===== config.mk =====
export PLATFORM = sky130hd
export DESIGN_NAME = mem_arbiter_flat
export DESIGN_NICKNAME = d
export VERILOG_FILES = /design/src/rtl/mem_arbiter_if.sv /design/src/rtl/mem_arbiter.sv /design/src/flat_wrapper.sv
export SDC_FILE = /design/constraint.sdc
export NUM_CORES = 1
export LEC_CHECK = 0
export ABC_AREA = 1
export CAP_MARGIN = 20
export CORE_AREA = 2 2 99 101
export CTS_BUF_LIST = sky130_fd_sc_hd__clkbuf_4
export CTS_CLUSTER_SIZE = 10
export DETAILED_ROUTE_END_ITERATION = 10
export DIE_AREA = 0 0 101 103
export PLACE_DENSITY = 0.84
export RECOVER_POWER = 50
export SYNTH_ARGS = -nofsm -noshare
export SYNTH_HDL_FRONTEND = slang
export SYNTH_SLANG_ARGS = --single-unit

===== constraint.sdc =====
create_clock -name clk_in -period 3.1 [get_ports clk_in]
set_input_delay 0.465 -clock clk_in [delete_from_list [all_inputs] [get_ports clk_in]]
set_output_delay 0.465 -clock clk_in [all_outputs]
set_load 0.03 [all_outputs]

===== src/rtl/mem_arbiter_if.sv =====
// Signal bundle between mem_arbiter, its two requesters (CPU, debug) and the external memory port.
// The arbiter takes the master view; the surrounding system or a bench takes the slave view.
interface mem_arbiter_if #(
  parameter int unsigned ADDR_W = 16,
  parameter int unsigned DATA_W = 8
);
  logic                  cpu_fetch_req_in;
  logic                  cpu_read_req_in;
  logic                  cpu_write_req_in;
  logic [ADDR_W-1:0]     cpu_addr_in;
  logic [DATA_W-1:0]     cpu_wdata_in;
  logic [2*DATA_W-1:0]   inst_out;
  logic [DATA_W-1:0]     rdata_out;
  logic                  mem_busy_out;
  logic                  inst_fetch_done_out;
  logic                  data_read_done_out;

  logic                  dbg_req_in;
  logic                  dbg_we_in;
  logic [ADDR_W-1:0]     dbg_addr_in;
  logic [DATA_W-1:0]     dbg_wdata_in;
  logic                  dbg_gnt_out;
  logic                  dbg_done_out;
  logic [DATA_W-1:0]     dbg_rdata_out;

  logic                  mem_req_out;
  logic                  mem_we_out;
  logic [ADDR_W-1:0]     mem_addr_out;
  logic [DATA_W-1:0]     mem_wdata_out;
  logic                  mem_ack_in;
  logic [DATA_W-1:0]     mem_rdata_in;

  modport master (
    input  cpu_fetch_req_in, cpu_read_req_in, cpu_write_req_in, cpu_addr_in, cpu_wdata_in,
    output inst_out, rdata_out, mem_busy_out, inst_fetch_done_out, data_read_done_out,
    input  dbg_req_in, dbg_we_in, dbg_addr_in, dbg_wdata_in,
    output dbg_gnt_out, dbg_done_out, dbg_rdata_out,
    output mem_req_out, mem_we_out, mem_addr_out, mem_wdata_out,
    input  mem_ack_in, mem_rdata_in
  );

  modport slave (
    output cpu_fetch_req_in, cpu_read_req_in, cpu_write_req_in, cpu_addr_in, cpu_wdata_in,
    input  inst_out, rdata_out, mem_busy_out, inst_fetch_done_out, data_read_done_out,
    output dbg_req_in, dbg_we_in, dbg_addr_in, dbg_wdata_in,
    input  dbg_gnt_out, dbg_done_out, dbg_rdata_out,
    input  mem_req_out, mem_we_out, mem_addr_out, mem_wdata_out,
    output mem_ack_in, mem_rdata_in
  );
endinterface


===== src/rtl/mem_arbiter.sv =====
// Two-way round-robin arbiter sharing one byte-wide memory port between the CPU
// (pulse requests, 2-beat big-endian instruction fetch) and the debug/loader port.
module mem_arbiter #(
  parameter int unsigned ADDR_W = 16,
  parameter int unsigned DATA_W = 8
) (
  input logic          clk_in,
  input logic          reset_n_in,
  mem_arbiter_if.master bus
);

  typedef enum logic [1:0] {S_IDLE, S_BEAT0, S_BEAT1, S_FINISH} state_t;
  typedef enum logic [2:0] {K_FETCH, K_READ, K_WRITE, K_DBG_RD, K_DBG_WR} kind_t;

  state_t              state_q;
  kind_t               kind_q;
  logic                last_dbg_q;
  logic                lat_v_q;
  kind_t               lat_kind_q;
  logic [ADDR_W-1:0]   lat_addr_q;
  logic [DATA_W-1:0]   lat_wdata_q;
  logic [DATA_W-1:0]   inst_hi_q;
  logic [2*DATA_W-1:0] inst_q;
  logic [DATA_W-1:0]   rdata_q;
  logic [DATA_W-1:0]   dbg_rdata_q;
  logic                busy_q;
  logic                ifd_q;
  logic                drd_q;
  logic                dbg_gnt_q;
  logic                dbg_done_q;
  logic                mem_req_q;
  logic                mem_we_q;
  logic [ADDR_W-1:0]   mem_addr_q;
  logic [DATA_W-1:0]   mem_wdata_q;

  logic  cur_dbg_c, cpu_pulse_c, cpu_in_flight_c, cpu_take_c;
  logic  dbg_req_v_c, grant_cpu_c, grant_dbg_c, lat_v_next_c, cpu_active_next_c;
  kind_t new_kind_c;

  // Request acceptance and arbitration. The debug requester still holds its
  // request during its done cycle, so that cycle's level is not a new request.
  always_comb begin
    cur_dbg_c         = (kind_q == K_DBG_RD) || (kind_q == K_DBG_WR);
    cpu_pulse_c       = bus.cpu_fetch_req_in || bus.cpu_read_req_in || bus.cpu_write_req_in;
    cpu_in_flight_c   = ((state_q == S_BEAT0) || (state_q == S_BEAT1)) && !cur_dbg_c;
    cpu_take_c        = cpu_pulse_c && !lat_v_q && !cpu_in_flight_c;
    new_kind_c        = bus.cpu_fetch_req_in ? K_FETCH :
                        (bus.cpu_read_req_in ? K_READ : K_WRITE);
    dbg_req_v_c       = bus.dbg_req_in && !dbg_done_q;
    grant_cpu_c       = (state_q == S_IDLE) && lat_v_q && (!dbg_req_v_c || last_dbg_q);
    grant_dbg_c       = (state_q == S_IDLE) && dbg_req_v_c && !grant_cpu_c;
    lat_v_next_c      = cpu_take_c || (lat_v_q && !grant_cpu_c);
    cpu_active_next_c = grant_cpu_c ||
                        (cpu_in_flight_c &&
                         !(bus.mem_ack_in && ((state_q == S_BEAT1) || (kind_q != K_FETCH))));
  end

  always_ff @(posedge clk_in or negedge reset_n_in) begin
    if (!reset_n_in) begin
      state_q     <= S_IDLE;
      kind_q      <= K_FETCH;
      last_dbg_q  <= 1'b1;
      lat_v_q     <= 1'b0;
      lat_kind_q  <= K_FETCH;
      lat_addr_q  <= '0;
      lat_wdata_q <= '0;
      inst_hi_q   <= '0;
      inst_q      <= '0;
      rdata_q     <= '0;
      dbg_rdata_q <= '0;
      busy_q      <= 1'b0;
      ifd_q       <= 1'b0;
      drd_q       <= 1'b0;
      dbg_gnt_q   <= 1'b0;
      dbg_done_q  <= 1'b0;
      mem_req_q   <= 1'b0;
      mem_we_q    <= 1'b0;
      mem_addr_q  <= '0;
      mem_wdata_q <= '0;
    end else begin
      ifd_q      <= 1'b0;
      drd_q      <= 1'b0;
      dbg_done_q <= 1'b0;
      lat_v_q    <= lat_v_next_c;
      busy_q     <= lat_v_next_c || cpu_active_next_c;
      if (cpu_take_c) begin
        lat_kind_q  <= new_kind_c;
        lat_addr_q  <= bus.cpu_addr_in;
        lat_wdata_q <= bus.cpu_wdata_in;
      end
      case (state_q)
        S_IDLE: begin
          if (grant_cpu_c) begin
            kind_q      <= lat_kind_q;
            mem_req_q   <= 1'b1;
            mem_we_q    <= (lat_kind_q == K_WRITE);
            mem_addr_q  <= lat_addr_q;
            mem_wdata_q <= lat_wdata_q;
            state_q     <= S_BEAT0;
          end else if (grant_dbg_c) begin
            kind_q      <= bus.dbg_we_in ? K_DBG_WR : K_DBG_RD;
            mem_req_q   <= 1'b1;
            mem_we_q    <= bus.dbg_we_in;
            mem_addr_q  <= bus.dbg_addr_in;
            mem_wdata_q <= bus.dbg_wdata_in;
            dbg_gnt_q   <= 1'b1;
            state_q     <= S_BEAT0;
          end
        end
        S_BEAT0: begin
          if (bus.mem_ack_in) begin
            if (kind_q == K_FETCH) begin
              // Second beat follows directly at the next (wrapping) byte address.
              inst_hi_q  <= bus.mem_rdata_in;
              mem_addr_q <= mem_addr_q + ADDR_W'(1);
              state_q    <= S_BEAT1;
            end else begin
              if (kind_q == K_READ)   rdata_q     <= bus.mem_rdata_in;
              if (kind_q == K_DBG_RD) dbg_rdata_q <= bus.mem_rdata_in;
              mem_req_q <= 1'b0;
              mem_we_q  <= 1'b0;
              state_q   <= S_FINISH;
            end
          end
        end
        S_BEAT1: begin
          if (bus.mem_ack_in) begin
            inst_q    <= {inst_hi_q, bus.mem_rdata_in};
            mem_req_q <= 1'b0;
            state_q   <= S_FINISH;
          end
        end
        S_FINISH: begin
          ifd_q      <= (kind_q == K_FETCH);
          drd_q      <= (kind_q == K_READ);
          dbg_done_q <= cur_dbg_c;
          dbg_gnt_q  <= 1'b0;
          last_dbg_q <= cur_dbg_c;
          state_q    <= S_IDLE;
        end
        default: state_q <= S_IDLE;
      endcase
    end
  end

  assign bus.inst_out            = inst_q;
  assign bus.rdata_out           = rdata_q;
  assign bus.mem_busy_out        = busy_q;
  assign bus.inst_fetch_done_out = ifd_q;
  assign bus.data_read_done_out  = drd_q;
  assign bus.dbg_gnt_out         = dbg_gnt_q;
  assign bus.dbg_done_out        = dbg_done_q;
  assign bus.dbg_rdata_out       = dbg_rdata_q;
  assign bus.mem_req_out         = mem_req_q;
  assign bus.mem_we_out          = mem_we_q;
  assign bus.mem_addr_out        = mem_addr_q;
  assign bus.mem_wdata_out       = mem_wdata_q;

endmodule


===== src/flat_wrapper.sv =====
// flat-port wrapper written by rule: the top's interface ports become plain ports
module mem_arbiter_flat 
#(
  parameter int unsigned ADDR_W = 16,
  parameter int unsigned DATA_W = 8
)
  (clk_in, reset_n_in, bus_cpu_fetch_req_in, bus_cpu_read_req_in, bus_cpu_write_req_in, bus_cpu_addr_in, bus_cpu_wdata_in, bus_inst_out, bus_rdata_out, bus_mem_busy_out, bus_inst_fetch_done_out, bus_data_read_done_out, bus_dbg_req_in, bus_dbg_we_in, bus_dbg_addr_in, bus_dbg_wdata_in, bus_dbg_gnt_out, bus_dbg_done_out, bus_dbg_rdata_out, bus_mem_req_out, bus_mem_we_out, bus_mem_addr_out, bus_mem_wdata_out, bus_mem_ack_in, bus_mem_rdata_in);
  mem_arbiter_if #(.ADDR_W(ADDR_W), .DATA_W(DATA_W)) bus_i ();
  input logic clk_in;
  input logic reset_n_in;
  input wire logic [$bits(bus_i.cpu_fetch_req_in)-1:0] bus_cpu_fetch_req_in;
  input wire logic [$bits(bus_i.cpu_read_req_in)-1:0] bus_cpu_read_req_in;
  input wire logic [$bits(bus_i.cpu_write_req_in)-1:0] bus_cpu_write_req_in;
  input wire logic [$bits(bus_i.cpu_addr_in)-1:0] bus_cpu_addr_in;
  input wire logic [$bits(bus_i.cpu_wdata_in)-1:0] bus_cpu_wdata_in;
  output wire logic [$bits(bus_i.inst_out)-1:0] bus_inst_out;
  output wire logic [$bits(bus_i.rdata_out)-1:0] bus_rdata_out;
  output wire logic [$bits(bus_i.mem_busy_out)-1:0] bus_mem_busy_out;
  output wire logic [$bits(bus_i.inst_fetch_done_out)-1:0] bus_inst_fetch_done_out;
  output wire logic [$bits(bus_i.data_read_done_out)-1:0] bus_data_read_done_out;
  input wire logic [$bits(bus_i.dbg_req_in)-1:0] bus_dbg_req_in;
  input wire logic [$bits(bus_i.dbg_we_in)-1:0] bus_dbg_we_in;
  input wire logic [$bits(bus_i.dbg_addr_in)-1:0] bus_dbg_addr_in;
  input wire logic [$bits(bus_i.dbg_wdata_in)-1:0] bus_dbg_wdata_in;
  output wire logic [$bits(bus_i.dbg_gnt_out)-1:0] bus_dbg_gnt_out;
  output wire logic [$bits(bus_i.dbg_done_out)-1:0] bus_dbg_done_out;
  output wire logic [$bits(bus_i.dbg_rdata_out)-1:0] bus_dbg_rdata_out;
  output wire logic [$bits(bus_i.mem_req_out)-1:0] bus_mem_req_out;
  output wire logic [$bits(bus_i.mem_we_out)-1:0] bus_mem_we_out;
  output wire logic [$bits(bus_i.mem_addr_out)-1:0] bus_mem_addr_out;
  output wire logic [$bits(bus_i.mem_wdata_out)-1:0] bus_mem_wdata_out;
  input wire logic [$bits(bus_i.mem_ack_in)-1:0] bus_mem_ack_in;
  input wire logic [$bits(bus_i.mem_rdata_in)-1:0] bus_mem_rdata_in;
  assign bus_i.cpu_fetch_req_in = bus_cpu_fetch_req_in;
  assign bus_i.cpu_read_req_in = bus_cpu_read_req_in;
  assign bus_i.cpu_write_req_in = bus_cpu_write_req_in;
  assign bus_i.cpu_addr_in = bus_cpu_addr_in;
  assign bus_i.cpu_wdata_in = bus_cpu_wdata_in;
  assign bus_inst_out = bus_i.inst_out;
  assign bus_rdata_out = bus_i.rdata_out;
  assign bus_mem_busy_out = bus_i.mem_busy_out;
  assign bus_inst_fetch_done_out = bus_i.inst_fetch_done_out;
  assign bus_data_read_done_out = bus_i.data_read_done_out;
  assign bus_i.dbg_req_in = bus_dbg_req_in;
  assign bus_i.dbg_we_in = bus_dbg_we_in;
  assign bus_i.dbg_addr_in = bus_dbg_addr_in;
  assign bus_i.dbg_wdata_in = bus_dbg_wdata_in;
  assign bus_dbg_gnt_out = bus_i.dbg_gnt_out;
  assign bus_dbg_done_out = bus_i.dbg_done_out;
  assign bus_dbg_rdata_out = bus_i.dbg_rdata_out;
  assign bus_mem_req_out = bus_i.mem_req_out;
  assign bus_mem_we_out = bus_i.mem_we_out;
  assign bus_mem_addr_out = bus_i.mem_addr_out;
  assign bus_mem_wdata_out = bus_i.mem_wdata_out;
  assign bus_i.mem_ack_in = bus_mem_ack_in;
  assign bus_i.mem_rdata_in = bus_mem_rdata_in;
  mem_arbiter #(.ADDR_W(ADDR_W), .DATA_W(DATA_W)) u_core (.clk_in(clk_in), .reset_n_in(reset_n_in), .bus(bus_i));
endmodule

* Yosys cells after proc, flatten, opt, wreduce, memory -nomap -nowiden
Index checks and enable logic that the tools add are counted.
Operators by class: add/sub/neg operators 1, equality and inequality tests 14, mux-type cells 32, bitwise logic cells 1, reduce and logical (&&, ||, !) cells 44
Operators by type and width (number):
- 16-bit two-way mux | 4
- 16-bit case mux with 2 select lines | 1
- 16-bit by 1-bit adder with 16-bit output (second input constant) | 1
- 8-bit two-way mux | 2
- 4-bit AND reduction | 4
- 1-bit two-way mux | 12
- 3-bit two-way mux | 4
- 1-bit logical AND | 11
- 2-bit two-way mux | 5
- 2-bit != test (second input constant) | 5
- 1-bit logical OR | 9
- 3-bit AND reduction | 3
- 2-bit case mux with 4 select lines | 1
- 1-bit logical NOT | 7
- 3-bit by 2-bit equality test with 1-bit output (second input constant) | 2
- 2-bit nonzero test | 3
- 3-bit nonzero test | 2
- 5-bit AND reduction | 1
- 2-bit equality test (second input constant) | 2
- 1-bit case mux with 2 select lines | 2
- 2-bit AND reduction | 2
- 3-bit by 1-bit equality test with 1-bit output (second input constant) | 1
- 3-bit equality test (second input constant) | 1
- 3-bit logical NOT | 1
- 6 further kinds | 6
Word-level totals: flip-flop bits (word level) 105, input bits 64, output and inout bits 63

* Depth between registers and ports, before layout
Gate-level depths: netlist of run 1.
word-level depth 10, depth in mapped cells 12

* Worst setup path before layout of run 1
No wires, ideal clock.
path kind register to register, from register u_core.state_q[0], to register u_core.mem_we_q (netlist: u_core.bus.mem_we_out), library setup time 0.125 ns, arrival time 1.442 ns, data required time 2.975 ns, slack 1.532 ns, stages on the path, launching flop included 10, path buffers 1, cell sequence dfrtp_1 inv_1 ha_1 nand2_1 inv_1 nand2_1 buf_2 or2_1 nand3_1 o21ai_1
On the way: cells in the longest elaborated chain, start to end 7, elaborated cells on any way between the ends 14
Ends and longest elaborated chain:
- from (decl) | line mem_arbiter.sv:15 | state_t state_q;
- from (signal assigned) | line mem_arbiter.sv:60 | state_q <= S_IDLE;
- from (signal assigned) | line mem_arbiter.sv:99 | state_q <= S_BEAT0;
- from (signal assigned) | line mem_arbiter.sv:107 | state_q <= S_BEAT0;
- 2-bit logical NOT | line mem_arbiter.sv:50, mem_arbiter.sv:51, mem_arbiter.sv:91
- 1-bit logical AND (2 in series) | line mem_arbiter.sv:50 | grant_cpu_c = (state_q == S_IDLE) && lat_v_q && (!dbg_req_v_c || last_dbg_q);
- 1-bit logical NOT | line mem_arbiter.sv:51 | grant_dbg_c = (state_q == S_IDLE) && dbg_req_v_c && !grant_cpu_c;
- 1-bit logical AND | line mem_arbiter.sv:51
- 3-bit by 1-bit != test with 1-bit output (no line)
- 4-bit AND reduction (no line)
- to (signal assigned) | line mem_arbiter.sv:96 | mem_we_q <= (lat_kind_q == K_WRITE);
- to (signal assigned) | line mem_arbiter.sv:103 | mem_we_q <= bus.dbg_we_in;
- to (decl) | line mem_arbiter.sv:32 | logic mem_we_q;
Several ways; a longest one is shown, not always the timed one. A chain may end at the register's enable or synchronous reset.

* Final worst setup path of run 1
from register u_core.state_q[1], to register u_core.mem_addr_q[12] (netlist: u_core.bus.mem_addr_out[12])
On the way: cells in the longest elaborated chain, start to end 7, elaborated cells on any way between the ends 14
Ends and longest elaborated chain:
- 2-bit logical NOT | line mem_arbiter.sv:50, mem_arbiter.sv:51, mem_arbiter.sv:91
- 1-bit logical AND (2 in series) | line mem_arbiter.sv:50
- 1-bit logical NOT | line mem_arbiter.sv:51
- 1-bit logical AND | line mem_arbiter.sv:51
- 3-bit by 1-bit != test with 1-bit output (no line)
- 4-bit AND reduction (no line)
- to (signal assigned) | line mem_arbiter.sv:97 | mem_addr_q <= lat_addr_q;
- to (signal assigned) | line mem_arbiter.sv:104 | mem_addr_q <= bus.dbg_addr_in;
- to (signal assigned) | line mem_arbiter.sv:115 | mem_addr_q <= mem_addr_q + ADDR_W'(1);
- to (decl) | line mem_arbiter.sv:33 | logic [ADDR_W-1:0] mem_addr_q;
Several ways; a longest one is shown, not always the timed one.

==> impl_metrics.tcl, run 1 <==
set metrics [dict create \
    status "finished with violations" \
    violations "capacitance limit, slew limit" \
    crit_type "reg2reg" \
    final-hold-violation-count 0 \
    die-area_sq_um 10400 \
    numCtsBuffers 9 \
    netlist_area_sq_um 4980 \
    rr_worst_depth 7 \
    syn-instance-count 627 \
    core-area_sq_um 9460 \
    wl_um 12700 \
    clkPwrFrac_pct 10.0 \
    pwr-share-seq_pct 35.3 \
    rsz0062_at_grt "no" \
    syn_nets 697 \
    ys_ff_latch 104 \
    ios 127 \
    slew_violations 65 \
    first_pass_iters 5 \
    num_antenna_cells 0 \
    crit_arrival_ps 2870 \
    internal-power_mw 3.59 \
    initialDrtViolationCount 270 \
    max_freq_mhz 401 \
    cts.path.max_buffers 2 \
    combPwrFrac_pct 54.7 \
    holdBufCountCts 0 \
    place_area_sq_um 6260 \
    insertion_delay_ps 480 \
    nets 813 \
    hpwl_um 9190 \
    ys_async_sr_fraction_pct 100 \
    grt_antenna_before_repair 0 \
    htree_levels 3 \
    ant_nets 0 \
    max-slew-margin-rel_pct -4.91 \
    wire_per_inst_um 14.7 \
    final_cell_mix "nand2_1 (175), clkdlybuf4s50_1 (124), dfrtp_1 (103)" \
    num_vias 4623 \
    leakage_nw 3.06 \
    initial_utilization_pct 52.7 \
    period_needed_ps 2490 \
    root_buffer "clkbuf_4" \
    p_sw_share_pct 48.6 \
    cts_setup_buffers 0 \
    postSynthAreaPerCell_sq_um 7.94 \
    synthFlopType "dfrtp_1" \
    port_buffers 126 \
    numClockSinks 104 \
    tns_ps 0 \
    ir_worst_vdd_mv 0.662 \
    tritoncts "built" \
    setup_viol 0 \
    setup.worst_path.start_class "flop" \
    yosysUniqueCellTypes 31 \
    cts_resized 0 \
    tightest_slew_ps 1570 \
    grtUsageTotal_pct 24.8 \
    syn2layout_area_growth_pct 28.3 \
    grt_overflow 0 \
    rows 36 \
    grt_max_degree 65 \
    drc 0 \
    cap_violations 1 \
    ys_seq_area_share_pct 52.3 \
    vias_per_cell 5.36 \
    synth_edf_count 0 \
    final_common_cell "nand2_1" \
    die-height_um 103 \
    crit_fanout 18 \
    cp-end-kind "flop" \
    layout-drive-gt1-share_pct 4.28 \
    power.switching_mw 3.40 \
    die_x_um 101 \
    ys_warn_count 0 \
    routabilityCongestion 0.836 \
    finalInstanceArea_sq_um 6390 \
    grt_pass1_wl_um 20000 \
    path_clk_slew_ps 170 \
    n_fill_cell 741 \
    cp.required_ps 3470 \
    power_density_nw_per_um2 1090 \
    grt_pass1_vias 4398 \
    hold_class "in2async" \
    min_period_over_period_pct 80.5 \
    skew_ps 18.8 \
]
-- state kept, by name, indices dropped and copies added, names as in the netlist, 2 cells and up --
name / count
u_core.state_q: 2
u_core.inst_hi_q: 8
u_core.bus.inst_out: 16
u_core.bus.mem_addr_out: 16
u_core.bus.mem_wdata_out: 8
u_core.kind_q: 3
u_core.lat_kind_q: 2
u_core.lat_wdata_q: 8
u_core.lat_addr_q: 16
u_core.bus.rdata_out: 8
u_core.bus.dbg_rdata_out: 8
-- metrics by stage --
stage                     setup slack, ps  instances  hold slack (ps)  power (mW)  utilization, %
after detailed placement              694        846              458        6.32            66.2
after floorplan                      1530        627              169        5.00               -
after global placement                714        846              455        6.17            66.2
after global routing                  376        862              453        7.50            67.6
final                                 606        862              348        6.99            67.6
after CTS                             660        862             73.9        7.02            67.7
-- critical path, cell delays in order (launching register included) --
cell and delay, ps:
dfrtp_1 450, inv_1 130, ha_1 590, nor2_1 100, inv_1 170, nand4_1 550
nor2_1 300, a21oi_1 90
-- metal layers --
metal | up-vias | global-route usage (%) | part of all wire [%]
met5 | - | 0 | 0
met4 | 0 | 7.59 | 1.4
met1 | 2216 | 30.4 | 40
met3 | 18 | 7.19 | 7.6
met2 | 153 | 42.7 | 51
li1 | 2236 | - | -
-- final timing paths --
| check | from | endpoint | slack (ps) |
|---|---|---|---|
| setup / recovery | u_core.state_q[1]$_DFFE_PN0P_ | u_core.bus.mem_addr_out[12]$_DFFE_PN0P_ | 610 |
| hold / removal | reset_n_in | u_core.lat_addr_q[1]$_DFFE_PN0P_ | 350 |
| setup reg to reg | u_core.state_q[1]$_DFFE_PN0P_ | u_core.bus.mem_addr_out[12]$_DFFE_PN0P_ | 610 |
| hold reg to reg | u_core.lat_wdata_q[6]$_DFFE_PN0P_ | u_core.lat_wdata_q[6]$_DFFE_PN0P_ | 490 |
| max in group asynchronous | reset_n_in | u_core.bus.mem_addr_out[15]$_DFFE_PN0P_ | 1000 |
| min in group clk_in | u_core.lat_wdata_q[6]$_DFFE_PN0P_ | u_core.lat_wdata_q[6]$_DFFE_PN0P_ | 490 |
-- power by group through the flow --
stage / combinational [mW] / sequential, mW / clock (mW)
global route: 4.20 / 2.54 / 0.759
floorplan: 1.86 / 3.14 / 0
CTS: 3.85 / 2.46 / 0.707
global placement: 3.71 / 2.46 / 0
finish: 3.83 / 2.47 / 0.696
detailed placement: 3.84 / 2.49 / 0
-- layout make-up --
type	instances	area, sq um	share of cell area [%]
clock buffer	9	67.6	1.06
clock inverter	7	76.3	1.19
inverter	66	248	3.88
multi-input combinational	432	1970	30.9
sequential	104	2600	40.7
tap	114	143	2.23
timing repair buffer	130	1280	20.0
-- synth_stat cells, types with 2 or more instances --
library cell	n	area share [%]
nand3_1	47	4.7
nand2_1	174	13
inv_1	64	4.8
a21oi_1	40	4.0
nor2_2	2	0.25
o21bai_1	4	0.60
o21ai_1	4	0.40
ha_1	6	1.5
a31oi_1	3	0.38
clkbuf_1	8	0.60
buf_2	8	0.80
buf_6	4	0.90
nand2_2	4	0.50
inv_2	2	0.15
dfrtp_1	103	52
nor2_1	63	4.7
nand4_1	6	0.75
nor2_4	2	0.45
buf_4	5	0.75
o21ai_0	67	6.7
-- kinds of logic (layout without fill, tap and decap cells) --
family | count (synthesis) | count (layout) | synth area share, %
flops | 104 | 104 | 52.3
compound gates | 121 | 121 | 12.6
xor+xnor | 1 | 1 | 0.176
buf+inv | 91 | 212 | 8.04
fa+ha+maj | 6 | 6 | 1.51
simple gates | 304 | 304 | 25.4
Note: power is estimated with default switching activity, not from simulation.
==> run 2, diff against run 1 <==
--- a/config.mk
+++ b/config.mk
@@ -7,12 +7,12 @@
 export LEC_CHECK = 0
 export ABC_AREA = 1
 export CAP_MARGIN = 20
-export CORE_AREA = 2 2 99 101
+export CORE_AREA = 2 2 102 104
 export CTS_BUF_LIST = sky130_fd_sc_hd__clkbuf_4
 export CTS_CLUSTER_SIZE = 10
 export DETAILED_ROUTE_END_ITERATION = 10
-export DIE_AREA = 0 0 101 103
-export PLACE_DENSITY = 0.84
+export DIE_AREA = 0 0 104 106
+export PLACE_DENSITY = 0.8
 export RECOVER_POWER = 50
 export SYNTH_ARGS = -nofsm -noshare
 export SYNTH_HDL_FRONTEND = slang
==> constraint.sdc (replaced) <==
create_clock -name clk_in -period 2.5 [get_ports clk_in]
set_input_delay 0.375 -clock clk_in [delete_from_list [all_inputs] [get_ports clk_in]]
set_output_delay 0.375 -clock clk_in [all_outputs]
set_load 0.03 [all_outputs]
==> run 2 against run 1 <==
  * The flow now finishes without violations
  * Non-clock buffer count increased by 8
  * Setup slack got worse by 170 ps
  * Critical path depth decreased by 2
  * Total power increased by 26%
  * Flip-flop and latch count unchanged
  * Clock power increased by 32%
  * Fmax increased by 21%
  * Final area increased by 1.9%
  * Via count decreased by 1.1%
  * Routed wire length increased by 0.13%
  * Die area increased by 6.0%
  * Global-route usage decreased by 1.0 points
  * Critical path type unchanged
==> impl_metrics.tcl, run 2 (synthesis gave the netlist of run 1 again) <==
set metrics [dict create \
    hpwl_um 9420 \
    max-slew-margin-rel_pct 24.1 \
    htree_levels 3 \
    initialDrtViolationCount 259 \
    grt_overflow 0 \
    routabilityCongestion 0.900 \
    final_common_cell "nand2_1" \
    grt_pass1_vias 4473 \
    p_sw_share_pct 47.6 \
    r2r-start "u_core.state_q[0]$_DFFE_PN0P_" \
    rows 37 \
    drc 0 \
    final-hold-violation-count 0 \
    status "finished, final reports clean" \
    r2r-end "u_core.bus.inst_out[15]$_DFFE_PN0P_" \
    rsz0062_at_grt "no" \
    crit_fanout 32 \
    crit_arrival_ps 2340 \
    path_clk_slew_ps 170 \
    crit_type "reg2reg" \
    power_density_nw_per_um2 1350 \
    r2r_slack_ps 440 \
    power.switching_mw 4.19 \
    startpoint "u_core.state_q[0]$_DFFE_PN0P_" \
    min_period_over_period_pct 82.5 \
    initial_utilization_pct 49.8 \
    cap_violations 0 \
    numCtsBuffers 9 \
    die-area_sq_um 11000 \
    num_vias 4573 \
    tritoncts "built" \
    setup.worst_path.start_class "flop" \
    internal-power_mw 4.60 \
    layout-drive-gt1-share_pct 5.42 \
    die_x_um 104 \
    core-area_sq_um 10000 \
    tns_ps 0 \
    cts_setup_buffers 0 \
    root_buffer "clkbuf_4" \
    wl_um 12700 \
    rr_worst_depth 5 \
    hold_class "in2reg" \
    skew_ps 25.5 \
    wire_per_inst_um 14.2 \
    slew_violations 0 \
    n_fill_cell 865 \
    max_freq_mhz 485 \
    ios 127 \
    ir_worst_vdd_mv 0.715 \
    ant_nets 0 \
    cp.required_ps 2780 \
    syn2layout_area_growth_pct 30.7 \
    first_pass_iters 5 \
    grtUsageTotal_pct 23.8 \
    nets 821 \
    clkPwrFrac_pct 10.5 \
    port_buffers 126 \
    period_needed_ps 2060 \
    power_mw 8.79 \
    die-height_um 106 \
    grt_pass1_wl_um 21300 \
    cts.path.max_buffers 2 \
    final_cell_mix "nand2_1 (174), clkdlybuf4s50_1 (117), dfrtp_1 (103)" \
    cp-end-kind "flop" \
    endpoint "u_core.bus.inst_out[15]$_DFFE_PN0P_" \
    cts_resized 0 \
    tightest_slew_ps 1140 \
    insertion_delay_ps 450 \
    setup_viol 0 \
    grt_antenna_before_repair 1 \
    combPwrFrac_pct 54.7 \
    pwr-share-seq_pct 34.8 \
    vias_per_cell 5.12 \
    grt_max_degree 63 \
    leakage_nw 3.11 \
    numClockSinks 104 \
]
==> run 2: cell types whose count changed in the layout (fill, tap and decap cells not counted), moves of 2 or more <==
cell,change
buf_4,+7
dlygate4sd3_1,+8
clkinv_8,-2
clkdlybuf4s50_1,-7
==> run 2: worst min-delay path by stage <==
stage                              startpoint                                       to  slack, ps  cells past startpoint
after floorplan                    reset_n_in  u_core.bus.data_read_done_out$_DFF_PN0_         80                      0
after global placement             reset_n_in   u_core.bus.mem_addr_out[4]$_DFFE_PN0P_        400                      1
after detailed placement           reset_n_in   u_core.bus.mem_addr_out[4]$_DFFE_PN0P_        410                      1
after CTS                          reset_n_in   u_core.bus.mem_addr_out[4]$_DFFE_PN0P_        440                      2
after global routing       bus_cpu_addr_in[6]         u_core.lat_addr_q[6]$_DFFE_PN0P_        470                      3
final                     bus_cpu_addr_in[11]        u_core.lat_addr_q[11]$_DFFE_PN0P_        480                      3
==> run 2: metal layers <==
layer  global-route usage [%]  wire length, um  share of wire, %
met5                        0                0                 0
met4                     6.27              153               1.2
met3                     4.60              773               6.1
met2                     41.4             6340                50
met1                     30.5             5410                43
==> run 2: critical path, cell delays in order, from the launching register on <==
cell      delay, ps
dfrtp_1         440
inv_1           110
ha_1            260
nand2_1          70
clkbuf_1        840
o21ai_0         180
==> run 2: layout make-up <==
class | count | area, sq um | share of cell area [%]
Clock inverter | 7 | 83.8 | 1.29
Inverter | 66 | 248 | 3.81
Tap cell | 136 | 170 | 2.61
Clock buffer | 9 | 67.6 | 1.04
Sequential cell | 104 | 2600 | 40.0
Timing Repair Buffer | 138 | 1360 | 20.9
Antenna cell | 1 | 2.50 | 0.0384
Multi-Input combinational cell | 432 | 1980 | 30.4
==> run 2: power by group through the flow <==
stage	sequential (mW)	clock (mW)	combinational, mW
finish	3.06	0.920	4.81
global route	3.16	1.00	5.32
CTS	3.06	0.946	4.86
detailed placement	3.09	0	4.84
global placement	3.07	0	4.68
floorplan	3.89	0	2.30
==> run 2: stage by stage <==
step / worst slack, ps / area, sq um / cells / util, % / hold slack [ps]
final: 438 / 6510 / 893 / 65.1 / 479
after CTS: 419 / 6510 / 892 / 65.1 / 439
after floorplan: 932 / 4980 / 627 / - / 79.4
after global placement: 579 / 6350 / 875 / 63.5 / 398
after global routing: 184 / 6510 / 893 / 65.1 / 468
after detailed placement: 550 / 6350 / 875 / 63.5 / 409
==> run 2: timing repair <==
item,CTS,global route
hold endpoints to repair,42,0
hold buffers,1,0
setup endpoints to repair,0,0
